`config.mk`:
```
export PLATFORM = sky130hd
export DESIGN_NAME = uart_rx
export DESIGN_NICKNAME = d
export VERILOG_FILES = /design/src/rtl/uart_rx.sv
export SDC_FILE = /design/constraint.sdc
export NUM_CORES = 1
export LEC_CHECK = 0
export ABC_CLOCK_PERIOD_IN_PS = 2210
export CAP_MARGIN = 20
export CELL_PAD_IN_SITES_DETAIL_PLACEMENT = 1
export CELL_PAD_IN_SITES_GLOBAL_PLACEMENT = 2
export CORE_AREA = 2 2 75 77
export CTS_BUF_LIST = sky130_fd_sc_hd__clkbuf_4 sky130_fd_sc_hd__clkbuf_8
export CTS_CLUSTER_DIAMETER = 150
export DETAILED_ROUTE_END_ITERATION = 10
export DIE_AREA = 0 0 77 79
export GPL_TIMING_DRIVEN = 0
export PLACE_DENSITY_LB_ADDON = 0.1
export RECOVER_POWER = 50
export SKIP_LAST_GASP = 1
export SLEW_MARGIN = 20
export SYNTH_ARGS = -nofsm -noshare
export SYNTH_HDL_FRONTEND = slang
export SYNTH_SLANG_ARGS = --single-unit
```
`constraint.sdc`:
```
create_clock -name clk -period 2.21 [get_ports clk]
set_input_delay 0.3315 -clock clk [delete_from_list [all_inputs] [get_ports clk]]
set_output_delay 0.3315 -clock clk [all_outputs]
set_load 0.1 [all_outputs]
```
`src/rtl/uart_rx.sv`:
```
// 8N1 UART receiver with oversampled start/data/stop sampling.
// Emits a one-cycle rx_valid on a good frame, or frame_err on a low stop bit.
module uart_rx #(
    parameter int unsigned CLK_HZ = 100000000,
    parameter int unsigned BAUD   = 9600,
    parameter int unsigned OVS    = 16
) (
    input  logic       clk,
    input  logic       rst_n,
    input  logic       rx,
    output logic [7:0] rxdata,
    output logic       rx_valid,
    output logic       frame_err,
    output logic       busy
);

    localparam int unsigned Div   = CLK_HZ / (BAUD * OVS);
    localparam int unsigned DivW  = ($clog2(Div) > 10) ? $clog2(Div) : 10;
    localparam int unsigned TickW = (OVS > 2) ? $clog2(OVS) : 1;

    localparam logic [DivW-1:0]  DivLast  = DivW'(Div - 1);
    localparam logic [TickW-1:0] HalfLast = TickW'(OVS / 2 - 1);
    localparam logic [TickW-1:0] FullLast = TickW'(OVS - 1);

    typedef enum logic [1:0] {StIdle, StStart, StData, StStop} state_e;

    state_e            state_q, state_d;
    logic              rx_meta_q, rx_s_q, rx_prev_q;
    logic [DivW-1:0]   div_cnt_q, div_cnt_d;
    logic [TickW-1:0]  tick_cnt_q, tick_cnt_d;
    logic [2:0]        bit_idx_q, bit_idx_d;
    logic [7:0]        shift_q, shift_d;
    logic [7:0]        rxdata_q, rxdata_d;
    logic              rx_valid_q, rx_valid_d;
    logic              frame_err_q, frame_err_d;
    logic              tick;

    // Free-running oversample tick, independent of frame alignment.
    assign tick      = (div_cnt_q == DivLast);
    assign div_cnt_d = tick ? '0 : div_cnt_q + 1'b1;

    always_comb begin
        state_d     = state_q;
        tick_cnt_d  = tick_cnt_q;
        bit_idx_d   = bit_idx_q;
        shift_d     = shift_q;
        rxdata_d    = rxdata_q;
        rx_valid_d  = 1'b0;
        frame_err_d = 1'b0;
        case (state_q)
            StIdle: begin
                tick_cnt_d = '0;
                bit_idx_d  = '0;
                // Only a genuine 1->0 transition starts a frame, not a held-low line.
                if (rx_prev_q && !rx_s_q) begin
                    state_d = StStart;
                end
            end
            StStart: begin
                if (tick) begin
                    if (tick_cnt_q == HalfLast) begin
                        tick_cnt_d = '0;
                        bit_idx_d  = '0;
                        state_d    = rx_s_q ? StIdle : StData;
                    end else begin
                        tick_cnt_d = tick_cnt_q + 1'b1;
                    end
                end
            end
            StData: begin
                if (tick) begin
                    if (tick_cnt_q == FullLast) begin
                        tick_cnt_d         = '0;
                        shift_d[bit_idx_q] = rx_s_q;
                        if (bit_idx_q == 3'd7) begin
                            bit_idx_d = '0;
                            state_d   = StStop;
                        end else begin
                            bit_idx_d = bit_idx_q + 1'b1;
                        end
                    end else begin
                        tick_cnt_d = tick_cnt_q + 1'b1;
                    end
                end
            end
            StStop: begin
                if (tick) begin
                    if (tick_cnt_q == FullLast) begin
                        tick_cnt_d = '0;
                        state_d    = StIdle;
                        if (rx_s_q) begin
                            rxdata_d   = shift_q;
                            rx_valid_d = 1'b1;
                        end else begin
                            frame_err_d = 1'b1;
                        end
                    end else begin
                        tick_cnt_d = tick_cnt_q + 1'b1;
                    end
                end
            end
            default: state_d = StIdle;
        endcase
    end

    always_ff @(posedge clk or negedge rst_n) begin
        if (!rst_n) begin
            state_q     <= StIdle;
            rx_meta_q   <= 1'b1;
            rx_s_q      <= 1'b1;
            rx_prev_q   <= 1'b1;
            div_cnt_q   <= '0;
            tick_cnt_q  <= '0;
            bit_idx_q   <= '0;
            shift_q     <= '0;
            rxdata_q    <= '0;
            rx_valid_q  <= 1'b0;
            frame_err_q <= 1'b0;
        end else begin
            state_q     <= state_d;
            rx_meta_q   <= rx;
            rx_s_q      <= rx_meta_q;
            rx_prev_q   <= rx_s_q;
            div_cnt_q   <= div_cnt_d;
            tick_cnt_q  <= tick_cnt_d;
            bit_idx_q   <= bit_idx_d;
            shift_q     <= shift_d;
            rxdata_q    <= rxdata_d;
            rx_valid_q  <= rx_valid_d;
            frame_err_q <= frame_err_d;
        end
    end

    assign rxdata    = rxdata_q;
    assign rx_valid  = rx_valid_q;
    assign frame_err = frame_err_q;
    assign busy      = (state_q != StIdle);

endmodule

```
==> PnR_summary.wiki, run 1 <==
{| class="wikitable"
! Metric !! Value
|-
| Data required time of the worst path || 2.38 ns
|-
| Final period util || 0.986
|-
| Arrival time worst endpoint || 2.35 ns
|-
| Max Buffers Root-to-Sink || 2
|-
| Slew Limit Headroom || 0.349
|-
| Final weighted congestion in routability-driven placement || 0.796
|-
| Post-synth EDFFs || 0
|-
| # clock sinks || 40
|-
| Net total in the final layout || 200
|-
| Total routing usage reported by global routing || 0.138
|-
| IO Pins || 14
|-
| RSZ-0062 raised after global routing || true
|-
| Cell area after synthesis || 1910 µm²
|-
| Cell type with the largest total area after synthesis || sky130_fd_sc_hd__dfrtp_1
|-
| Area of the core || 5340 µm²
|-
| Share of final-layout standard cells stronger than drive strength 1 || 0.275
|-
| Cell types with the largest area share after synthesis || sky130_fd_sc_hd__dfrtp_1 (48%), sky130_fd_sc_hd__mux2_2 (9.4%), sky130_fd_sc_hd__dfstp_2 (4.1%)
|-
| Post-synthesis async set-or-reset flop share || 1.00
|-
| H-tree depth reported by CTS || 2
|-
| Synth cell types || 46
|-
| Worst VDD drop || 0.266 mV
|-
| Worst path setup slack after routing || 0.0310 ns
|-
| Antenna violations before repair || 0
|-
| Path depth of the worst reg2reg path || 6
|-
| End of the worst register-to-register path || shift_q[7]$_DFFE_PN0P_
|-
| Root buffer cell || sky130_fd_sc_hd__clkbuf_8
|-
| Height of the die || 79 µm
|-
| Maximum fanout count along the critical path || 5
|-
| Estimated wirelength of the detail-placed design || 2.77 mm
|-
| Mean instance size in the synthesized netlist || 12.2 µm²
|-
| ANT nets after route || 0
|-
| Worst reg-to-reg setup slack || 0.03 ns
|-
| Number of CTS-inserted buffers || 5
|-
| Slew at the pin with the worst max-slew slack || 0.973 ns
|-
| Vias || 1,328
|-
| Pin count of the biggest net entering global routing || 24
|-
| Starting density of the core || 0.358
|-
| Share of synthesized area occupied by flip-flops and latches || 0.525
|-
| Hold Violations, Final || 0
|-
| Area of combinational cells with multiple inputs || 858 µm²
|-
| Most common cell in the synthesized netlist || sky130_fd_sc_hd__dfrtp_1
|-
| Instance count of the mapped netlist || 157
|-
| Clock tree from TritonCTS || built
|-
| Worst-path clk slew || 0.08 ns
|-
| Count of input and output buffers || 13
|-
| Synth-to-layout area growth || 23.5%
|-
| Total congestion overflow after global routing || 0
|-
| Min Clock Period, post-route || 2.18 ns
|-
| Storage cell area || 1000 µm²
|-
| Sort of element at the end of the critical path || flip-flop
|-
| Remaining design rule violation count || 0
|-
| Startpoint class of the critical path || flip-flop
|-
| Smallest hold slack || 0.365 ns
|-
| Most instantiated cells after synthesis || sky130_fd_sc_hd__dfrtp_1 (37), sky130_fd_sc_hd__mux2_2 (16), sky130_fd_sc_hd__nor2_1 (12), sky130_fd_sc_hd__clkbuf_1 (7), sky130_fd_sc_hd__xnor2_1 (7)
|-
| Origin of the critical flop-to-flop path || div_cnt_q[6]$_DFF_PN0_
|-
| Critical path class || reg -> reg
|-
| Number of max-cap violations || 0
|-
| Post-Synthesis Net Count || 165
|-
| Area of the die || 6080 µm²
|-
| Fraction of synthesized cell area taken by the top area cell type || 0.484
|-
| Routed length per instance || 15.0 µm
|-
| Number of DRC markers after the initial detailed-route iteration || 51
|-
| Launch instance of the worst min-delay path || rx_meta_q$_DFF_PN1_
|-
| Power per unit of standard cell area || 575 nW/µm²
|-
| Number of global-route vias before repair || 1,336
|-
| Pre-antenna DRT Iters || 4
|-
| Cells on Worst Hold Path || 0
|-
| Beginning of the critical path || div_cnt_q[6]$_DFF_PN0_
|-
| Layout Skew || 0.00789 ns
|-
| Clock latency on the worst-skew pair || 0.28 ns
|-
| Max Freq || 459 MHz
|-
| Result of the run || completed
|-
| Primary FF master, synth || sky130_fd_sc_hd__dfrtp_1
|-
| Number of warnings issued by yosys || 0
|-
| Setup slack at placement || -0.293 ns
|-
| Final total negative setup slack || 0 ns
|-
| Layout fillers || 603
|-
| Final Total Pwr || 1.36 mW
|-
| Horizontal die dimension || 77 µm
|-
| Setup Viol. Count Final || 0
|-
| Number of vias per cell after detailed routing || 5.01
|-
| Final slew viol count || 0
|-
| Post-route insts no fill || 265
|-
| Count of standard-cell rows || 27
|-
| First-pass GRT wire length || 6.62 mm
|-
| Leakage power of the design || 1.07 nW
|-
| Routed Wire Length || 3.99 mm
|-
| Endpoint, Worst Hold || rx_s_q$_DFF_PN1_
|-
| Hold crit path type || reg -> reg
|-
| N_diodes || 0
|-
| Post-placement cell count || 243
|-
| Synth Register Bits || 40
|}
cell usage in the layout, fill, tap and decap left out, drive strengths merged, types with 3 or more instances in the layout:
cell	n
dfrtp	37
inv	5
mux2	16
nand4b	4
clkbuf	15
nand2	4
clkdlybuf4s50	10
buf	16
ha	5
a21oi	4
nor2	12
nand4	4
dfstp	3
xnor2	7
nand3	6
nor3	3
flip-flops by register name (all words and copies together) (netlist names), named ones only:
register and count:
div_cnt_q 10, rxdata 8, shift_q 8, tick_cnt_q 4
bit_idx_q 3, frame_err 1, rx_meta_q 1, rx_prev_q 1
rx_s_q 1, rx_valid 1, state_q 1
where the power goes:
part	total [mW]	internal (mW)	switching, mW
Clock	0.598	0.348	0.250
Combinational	0.0221	0.00438	0.0178
Sequential	0.738	0.736	0.00210
layer usage:
layer / up-vias / part of all wire / global-route usage
li1: 644 / - / -
met1: 669 / 0.47 / 0.185
met2: 13 / 0.50 / 0.228
met3: 2 / 0.025 / 0.0330
met4: 0 / 0.0048 / 0.0321
met5: - / 0 / 0
cell type report:
cell class,count,share of cell area
clock inverter,2,0.0148
multi-input combinational,103,0.363
tap,72,0.0381
buffer,9,0.0201
inverter,5,0.00794
sequential,40,0.425
timing repair buffer,28,0.0980
clock buffer,6,0.0323
worst max-delay path: stages, from the launching register on:
cell                      delay [ns]
sky130_fd_sc_hd__dfrtp_1        0.40
sky130_fd_sc_hd__or4b_4         0.53
sky130_fd_sc_hd__buf_6          0.15
sky130_fd_sc_hd__nor4_4         0.34
sky130_fd_sc_hd__buf_4          0.19
sky130_fd_sc_hd__nand4_1        0.13
sky130_fd_sc_hd__mux2_4         0.33
through the flow:
stage | util | area (µm²)
final | 0.443 | 2360
after global routing | 0.443 | 2360
after CTS | 0.434 | 2320
after detailed placement | 0.404 | 2160
after global placement | 0.400 | 2130
after floorplan | - | 1910
logic make-up (layout without fill, tap and decap cells):
family                     count (synthesis)  count (layout)  synth area share
DFF                                       40              40             0.525
and+or+nand+nor                           53              53             0.194
AOI/OAI and AO/OA                         18              18            0.0720
buffers and inverters                     14              50            0.0301
xor gates and xnor gates                   9               9            0.0412
muxes                                     18              18             0.105
adders and majority gates                  5               5            0.0327
timing repair:
item	in CTS	in global routing
hold endpoints to repair	8	0
resized for setup	4	9
pin swaps	2	3
hold buffers	1	0
setup endpoints to repair	19	9
buffers inserted	5	8
worst max-delay path by stage:
| stage | to | cells after the start |
|---|---|---|
| after global placement | busy | 4 |
| after global routing | shift_q[7]$_DFFE_PN0P_ | 6 |
| after CTS | busy | 4 |
| after floorplan | shift_q[2]$_DFFE_PN0P_ | 5 |
| final | shift_q[7]$_DFFE_PN0P_ | 6 |
| after detailed placement | busy | 4 |
(Power assumes the default switching activity.)
==> run 2: changes to the inputs <==
--- a/config.mk
+++ b/config.mk
@@ -22,3 +22,4 @@
 export SYNTH_ARGS = -nofsm -noshare
 export SYNTH_HDL_FRONTEND = slang
 export SYNTH_SLANG_ARGS = --single-unit
+export TNS_END_PERCENT = 5
==> PnR_summary.wiki, run 2 (same netlist as run 1, synthesis figures left out) <==
{| class="wikitable"
! Metric !! Value
|-
| Cells on Worst Hold Path || 0 (unchanged)
|-
| Number of DRC markers after the initial detailed-route iteration || 60 (+18%)
|-
| Synth-to-layout area growth || 19.6%
|-
| Path depth of the worst reg2reg path || 5 (-1)
|-
| Starting density of the core || 0.358 (unchanged)
|-
| Final slew viol count || 0 (unchanged)
|-
| ANT nets after route || 0 (unchanged)
|-
| Vias || 1,306 (-1.7%)
|-
| Final total negative setup slack || 0 ns (unchanged)
|-
| Max Freq || 464 MHz (+1.2%)
|-
| Setup Viol. Count Final || 0 (unchanged)
|-
| Slew Limit Headroom || 0.349 (about the same)
|-
| Number of CTS-inserted buffers || 5 (unchanged)
|-
| Remaining design rule violation count || 0 (unchanged)
|-
| Total congestion overflow after global routing || 0 (unchanged)
|-
| Root buffer cell || sky130_fd_sc_hd__clkbuf_8
|-
| Hold crit path type || reg -> reg
|-
| Net total in the final layout || 192 (-4.0%)
|-
| First-pass GRT wire length || 6.62 mm (unchanged)
|-
| Height of the die || 79 µm (unchanged)
|-
| Beginning of the critical path || div_cnt_q[5]$_DFF_PN0_
|-
| H-tree depth reported by CTS || 2 (unchanged)
|-
| Highest-count cells in the layout ignoring fill and taps || sky130_fd_sc_hd__dfrtp_1 (37), sky130_fd_sc_hd__mux2_2 (16), sky130_fd_sc_hd__nor2_1 (12)
|-
| Min Clock Period, post-route || 2.15 ns (-0.0251 ns)
|-
| Largest reg by FF count || div_cnt_q
|-
| Count of standard-cell rows || 27 (unchanged)
|-
| Worst-path clk slew || 0.07 ns (about the same)
|-
| Leakage power of the design || 1.02 nW (-4.8%)
|-
| Critical path class || reg -> reg
|-
| Hold Violations, Final || 0 (unchanged)
|-
| Number of global-route vias before repair || 1,336 (unchanged)
|-
| Power per unit of standard cell area || 594 nW/µm² (+3.3%)
|-
| Maximum fanout count along the critical path || 6 (+1)
|-
| Count of input and output buffers || 13 (unchanged)
|-
| Worst VDD drop || 0.267 mV (+0.30%)
|-
| Final weighted congestion in routability-driven placement || 0.796 (unchanged)
|-
| Area of the die || 6080 µm² (unchanged)
|-
| Slew at the pin with the worst max-slew slack || 0.973 ns (-0.000183 ns)
|-
| Final period util || 0.975 (-0.0114)
|-
| Horizontal die dimension || 77 µm (unchanged)
|-
| Routed Wire Length || 3.87 mm (-2.9%)
|-
| Final Total Pwr || 1.36 mW (about the same)
|-
| Layout Skew || 0.00783 ns (-0.0000614 ns)
|-
| Result of the run || completed
|-
| # clock sinks || 40 (unchanged)
|-
| Total routing usage reported by global routing || 0.138 (unchanged)
|-
| Clock tree from TritonCTS || built
|-
| Commonest non-fill, non-tap cell in the layout || sky130_fd_sc_hd__dfrtp_1
|-
| Estimated wirelength of the detail-placed design || 2.77 mm (unchanged)
|-
| N_diodes || 0 (unchanged)
|-
| Number of vias per cell after detailed routing || 5.08 (+1.4%)
|-
| Pre-antenna DRT Iters || 4 (unchanged)
|-
| Share of final-layout standard cells stronger than drive strength 1 || 0.238 (-0.0368)
|-
| Routed length per instance || 15.1 µm (about the same)
|-
| Origin of the critical flop-to-flop path || div_cnt_q[5]$_DFF_PN0_
|-
| Clock latency on the worst-skew pair || 0.28 ns (about the same)
|-
| RSZ-0062 raised after global routing || true
|-
| Worst reg-to-reg setup slack || 0.06 ns (+0.03 ns)
|-
| Pin count of the biggest net entering global routing || 24 (unchanged)
|-
| Largest register FFs || 10 (unchanged)
|-
| Number of max-cap violations || 0 (unchanged)
|-
| Max Buffers Root-to-Sink || 2 (unchanged)
|-
| IO Pins || 14 (unchanged)
|-
| Arrival time worst endpoint || 2.32 ns (-0.03 ns)
|-
| Antenna violations before repair || 0 (unchanged)
|-
| Data required time of the worst path || 2.38 ns (about the same)
|-
| End of the worst register-to-register path || shift_q[2]$_DFFE_PN0P_
|-
| Destination of the critical timing path || shift_q[2]$_DFFE_PN0P_
|-
| Sort of element at the end of the critical path || flip-flop
|-
| Area of the core || 5340 µm² (unchanged)
|-
| Startpoint class of the critical path || flip-flop
|}
-- run 2: power by group --
| part | switching [mW] | internal (mW) |
|---|---|---|
| clock | 0.251 | 0.348 |
| combinational | 0.0175 | 0.00435 |
| sequential | 0.00212 | 0.736 |
| total | 0.271 | 1.09 |
-- run 2: per-stage QoR --
| stage | worst slack [ns] | hold slack (ns) | area [µm²] | std cells | util |
|---|---|---|---|---|---|
| 3_5_place_dp | -0.293 | 0.308 | 2160 | 243 | 0.404 |
| 3_3_place_gp | -0.273 | 0.348 | 2130 | 242 | 0.400 |
| 5_1_grt | -0.0685 | 0.363 | 2290 | 257 | 0.429 |
| 6_report | 0.0560 | 0.359 | 2290 | 257 | 0.429 |
| 2_1_floorplan | 0.00665 | 0.0359 | 1910 | 157 | - |
| 4_1_cts | -0.0736 | 0.360 | 2320 | 257 | 0.434 |
-- run 2: routing by layer --
metal  vias up  share of wire  global-route usage  wire length [µm]
li1        630              -                   -                 -
met1       661           0.49               0.185              1880
met2        13           0.49               0.228              1880
met3         2          0.025              0.0330                96
met4         0         0.0049              0.0321                19
met5         -              0                   0                 0
-- run 2: worst max-delay path: stages, from the launching register on --
cell and delay [ns]:
sky130_fd_sc_hd__dfrtp_1 0.43, sky130_fd_sc_hd__or4b_1 0.54, sky130_fd_sc_hd__buf_2 0.18, sky130_fd_sc_hd__nor4_4 0.27
sky130_fd_sc_hd__and4bb_2 0.29, sky130_fd_sc_hd__mux2_2 0.33
-- run 2: repair_timing --
item | CTS | global route
hold buffers | 1 | 0
pin swaps | 2 | 0
resized for setup | 3 | 5
setup buffers | 5 | 0
endpoints found under the hold margin | 8 | 0
endpoints found under the setup margin | 19 | 19
-- run 2: worst min path at each step --
stage / slack [ns] / start / endpoint
CTS: 0.36 / rx_meta_q$_DFF_PN1_ / rx_s_q$_DFF_PN1_
floorplan: 0.04 / rst_n / async pin
finish: 0.36 / rx_meta_q$_DFF_PN1_ / rx_s_q$_DFF_PN1_
global route: 0.36 / rx_meta_q$_DFF_PN1_ / rx_s_q$_DFF_PN1_
detailed placement: 0.31 / rst_n / div_cnt_q[3]$_DFF_PN0_
global placement: 0.35 / rx_meta_q$_DFF_PN1_ / rx_s_q$_DFF_PN1_
-- run 2: final cells by class --
| type | count | area (µm²) |
|---|---|---|
| tap | 72 | 90.1 |
| timing repair buffer | 20 | 171 |
| sequential | 40 | 1000 |
| buffer | 9 | 40.0 |
| clock buffer | 6 | 76.3 |
| multi-input combinational | 103 | 851 |
| inverter | 5 | 18.8 |
| fill | 599 | 3050 |
| clock inverter | 2 | 35.0 |
==> run 3: changes to the inputs <==
--- a/config.mk
+++ b/config.mk
@@ -10,7 +10,7 @@
 export CELL_PAD_IN_SITES_DETAIL_PLACEMENT = 1
 export CELL_PAD_IN_SITES_GLOBAL_PLACEMENT = 2
 export CORE_AREA = 2 2 75 77
-export CTS_BUF_LIST = sky130_fd_sc_hd__clkbuf_4 sky130_fd_sc_hd__clkbuf_8
+export CTS_BUF_LIST = sky130_fd_sc_hd__clkbuf_2 sky130_fd_sc_hd__clkbuf_4 sky130_fd_sc_hd__clkbuf_8
 export CTS_CLUSTER_DIAMETER = 150
 export DETAILED_ROUTE_END_ITERATION = 10
 export DIE_AREA = 0 0 77 79
@@ -18,7 +18,6 @@
 export PLACE_DENSITY_LB_ADDON = 0.1
 export RECOVER_POWER = 50
 export SKIP_LAST_GASP = 1
-export SLEW_MARGIN = 20
 export SYNTH_ARGS = -nofsm -noshare
 export SYNTH_HDL_FRONTEND = slang
 export SYNTH_SLANG_ARGS = --single-unit
==> PnR_summary.wiki, run 3 (same netlist as run 1, synthesis figures left out) <==
{| class="wikitable"
! Metric !! Value
|-
| Share of final-layout standard cells stronger than drive strength 1 || 0.254 (+0.0162)
|-
| Sort of element at the end of the critical path || flip-flop
|-
| Result of the run || complete, but fails checks
|-
| Failing checks || negative setup slack
|-
| Origin of the critical flop-to-flop path || div_cnt_q[5]$_DFF_PN0_
|-
| Clock network fraction of total power || 0.444 (+0.004)
|-
| ANT nets after route || 0 (unchanged)
|-
| Pin count of the biggest net entering global routing || 41 (+71%)
|-
| Final slew viol count || 0 (unchanged)
|-
| Max Buffers Root-to-Sink || 2 (unchanged)
|-
| Setup Viol. Count Final || 4 (+4)
|-
| Area of the die || 6080 µm² (unchanged)
|-
| Total routing usage reported by global routing || 0.145 (+0.00712)
|-
| Smallest hold slack || 0.205 ns (-0.155 ns)
|-
| Min Clock Period, post-route || 2.24 ns (+0.0908 ns)
|-
| Delay of the slowest critical-path stage || 0.53 ns (about the same)
|-
| Routed length per instance || 15.7 µm (+4.1%)
|-
| Number of DRC markers after the initial detailed-route iteration || 45 (-25%)
|-
| Worst path setup slack after routing || -0.0347 ns (-0.0908 ns)
|-
| Layout fillers || 602 (+0.50%)
|-
| Layout Skew || 0.00822 ns (+0.000396 ns)
|-
| Largest reg by FF count || div_cnt_q
|-
| Commonest non-fill, non-tap cell in the layout || sky130_fd_sc_hd__dfrtp_1
|-
| Vias || 1,330 (+1.8%)
|-
| Storage cell area || 1000 µm² (unchanged)
|-
| Highest-count cells in the layout ignoring fill and taps || sky130_fd_sc_hd__dfrtp_1 (37), sky130_fd_sc_hd__mux2_2 (16), sky130_fd_sc_hd__nor2_1 (12)
|-
| Clock latency on the worst-skew pair || 0.29 ns (about the same)
|-
| Number of CTS-inserted buffers || 5 (unchanged)
|-
| Horizontal die dimension || 77 µm (unchanged)
|-
| Maximum fanout count along the critical path || 6 (unchanged)
|-
| Series of cell instances along the critical path || or4b_1 > buf_2 > nor4_4 > and4bb_2 > mux2_2
|-
| Data required time of the worst path || 2.39 ns (about the same)
|-
| First-pass GRT wire length || 6.87 mm (+3.7%)
|-
| Starting density of the core || 0.358 (unchanged)
|-
| Estimated wirelength of the detail-placed design || 2.68 mm (-2.9%)
|-
| Remaining design rule violation count || 0 (unchanged)
|-
| Root buffer cell || sky130_fd_sc_hd__clkbuf_8
|-
| Final Cell Area || 2290 µm² (+0.33%)
|-
| Max Freq || 445 MHz (-4.0%)
|-
| IO Pins || 14 (unchanged)
|-
| Slew Limit Headroom || 0.319 (-0.0304)
|-
| Final Total Pwr || 1.36 mW (+0.40%)
|-
| Area of combinational cells with multiple inputs || 851 µm² (unchanged)
|-
| End of the worst register-to-register path || shift_q[2]$_DFFE_PN0P_
|-
| Combinational power share || 0.015 (about the same)
|-
| Synth-to-layout area growth || 19.9%
|-
| Net total in the final layout || 192 (unchanged)
|-
| Path depth of the worst reg2reg path || 5 (unchanged)
|-
| Kind of cell adding the most delay to the critical path || simple AND/OR/NAND/NOR gates
|-
| Power per unit of standard cell area || 595 nW/µm² (about the same)
|-
| Startpoint class of the critical path || flip-flop
|-
| Leakage power of the design || 1.03 nW (+0.83%)
|-
| Cell area after placement || 2130 µm² (-1.3%)
|-
| Antenna violations before repair || 0 (unchanged)
|-
| N_diodes || 0 (unchanged)
|-
| Worst VDD drop || 0.255 mV (-4.2%)
|-
| Arrival time worst endpoint || 2.42 ns (+0.10 ns)
|-
| Worst reg-to-reg setup slack || -0.03 ns (-0.09 ns)
|-
| Number of global-route vias before repair || 1,360 (+1.8%)
|-
| Final weighted congestion in routability-driven placement || 0.796 (unchanged)
|-
| Clock tree from TritonCTS || built
|-
| Slew at the pin with the worst max-slew slack || 1.02 ns (+0.0486 ns)
|-
| RSZ-0062 raised after global routing || true
|-
| Pre-antenna DRT Iters || 4 (unchanged)
|-
| Number of vias per cell after detailed routing || 5.18 (+1.8%)
|-
| # clock sinks || 40 (unchanged)
|-
| Count of standard-cell rows || 27 (unchanged)
|-
| Number of max-cap violations || 0 (unchanged)
|-
| Largest register FFs || 10 (unchanged)
|-
| Switching power of the nets || 0.278 mW (+2.6%)
|-
| H-tree depth reported by CTS || 2 (unchanged)
|-
| Critical Path Slowest Stage Cell || sky130_fd_sc_hd__or4b_1
|-
| Total congestion overflow after global routing || 0 (unchanged)
|-
| Worst path bufs/invs || 1 (unchanged)
|-
| Cell internal power dissipation || 1.09 mW (-0.15%)
|-
| Height of the die || 79 µm (unchanged)
|-
| Finished Core Util || 0.430 (+0.00141)
|-
| Net switching share of the total power || 0.203 (+0.00439)
|-
| Hold buffer count at CTS || 0 (-1)
|-
| Worst-path clk slew || 0.08 ns (about the same)
|-
| Sequential cell fraction of total power || 0.541 (-0.002)
|-
| Final period util || 1.02 (+0.0411)
|-
| Count of input and output buffers || 13 (unchanged)
|-
| Area of the core || 5340 µm² (unchanged)
|-
| Routed Wire Length || 4.03 mm (+4.1%)
|-
| Hold crit path type || in -> async
|-
| Critical path class || reg -> reg
|-
| Hold Violations, Final || 0 (unchanged)
|}
[run 3: timing repair]
item	CTS	global route
setup buffers	2	5
endpoints found under the hold margin	0	0
setup endpoints to repair	20	20
pin swaps	2	1
gates cloned	0	0
gates resized for setup	3	5
[run 3: worst max path at each step]
stage,from,endpoint,slack (ns),depth (start not counted)
6_report,div_cnt_q[5]$_DFF_PN0_,shift_q[2]$_DFFE_PN0P_,-0.03,5
5_1_grt,div_cnt_q[5]$_DFF_PN0_,shift_q[2]$_DFFE_PN0P_,-0.13,5
4_1_cts,div_cnt_q[5]$_DFF_PN0_,shift_q[2]$_DFFE_PN0P_,-0.12,5
3_5_place_dp,flip-flop,busy,-0.31,4
3_3_place_gp,flip-flop,busy,-0.27,4
2_1_floorplan,div_cnt_q[5]$_DFF_PN0_,shift_q[2]$_DFFE_PN0P_,0.007,5
[run 3: power groups by stage]
stage	combinational [mW]	sequential (mW)	clock (mW)
finish	0.0203	0.738	0.606
global route	0.0239	0.739	0.673
CTS	0.0224	0.738	0.636
detailed placement	0.0221	0.753	0
global placement	0.0226	0.753	0
floorplan	0.00274	0.752	0
[run 3: area by class of cell]
type,instances,area share
clock inverter,2,0.0153
clock buffer,6,0.0333
timing repair buffer,20,0.0774
sequential,40,0.438
tap,72,0.0393
buffer,9,0.0180
multi-input combinational,103,0.371
inverter,5,0.00818
[run 3: metrics by stage]
stage,cells,TNS (ns),worst slack (ns)
after global placement,242,-9.42,-0.273
final,257,-0.0972,-0.0347
after CTS,252,-0.307,-0.118
after global routing,257,-0.789,-0.127
after floorplan,157,0,0.00665
after detailed placement,242,-2.18,-0.305
[run 3: metal layers]
layer,routed length [µm],up-vias,part of all wire,track usage
li1,-,633,-,-
met1,1940,681,0.48,0.190
met2,1940,12,0.48,0.239
met3,100,4,0.025,0.0364
met4,40,0,0.0099,0.0429
met5,0,-,0,0
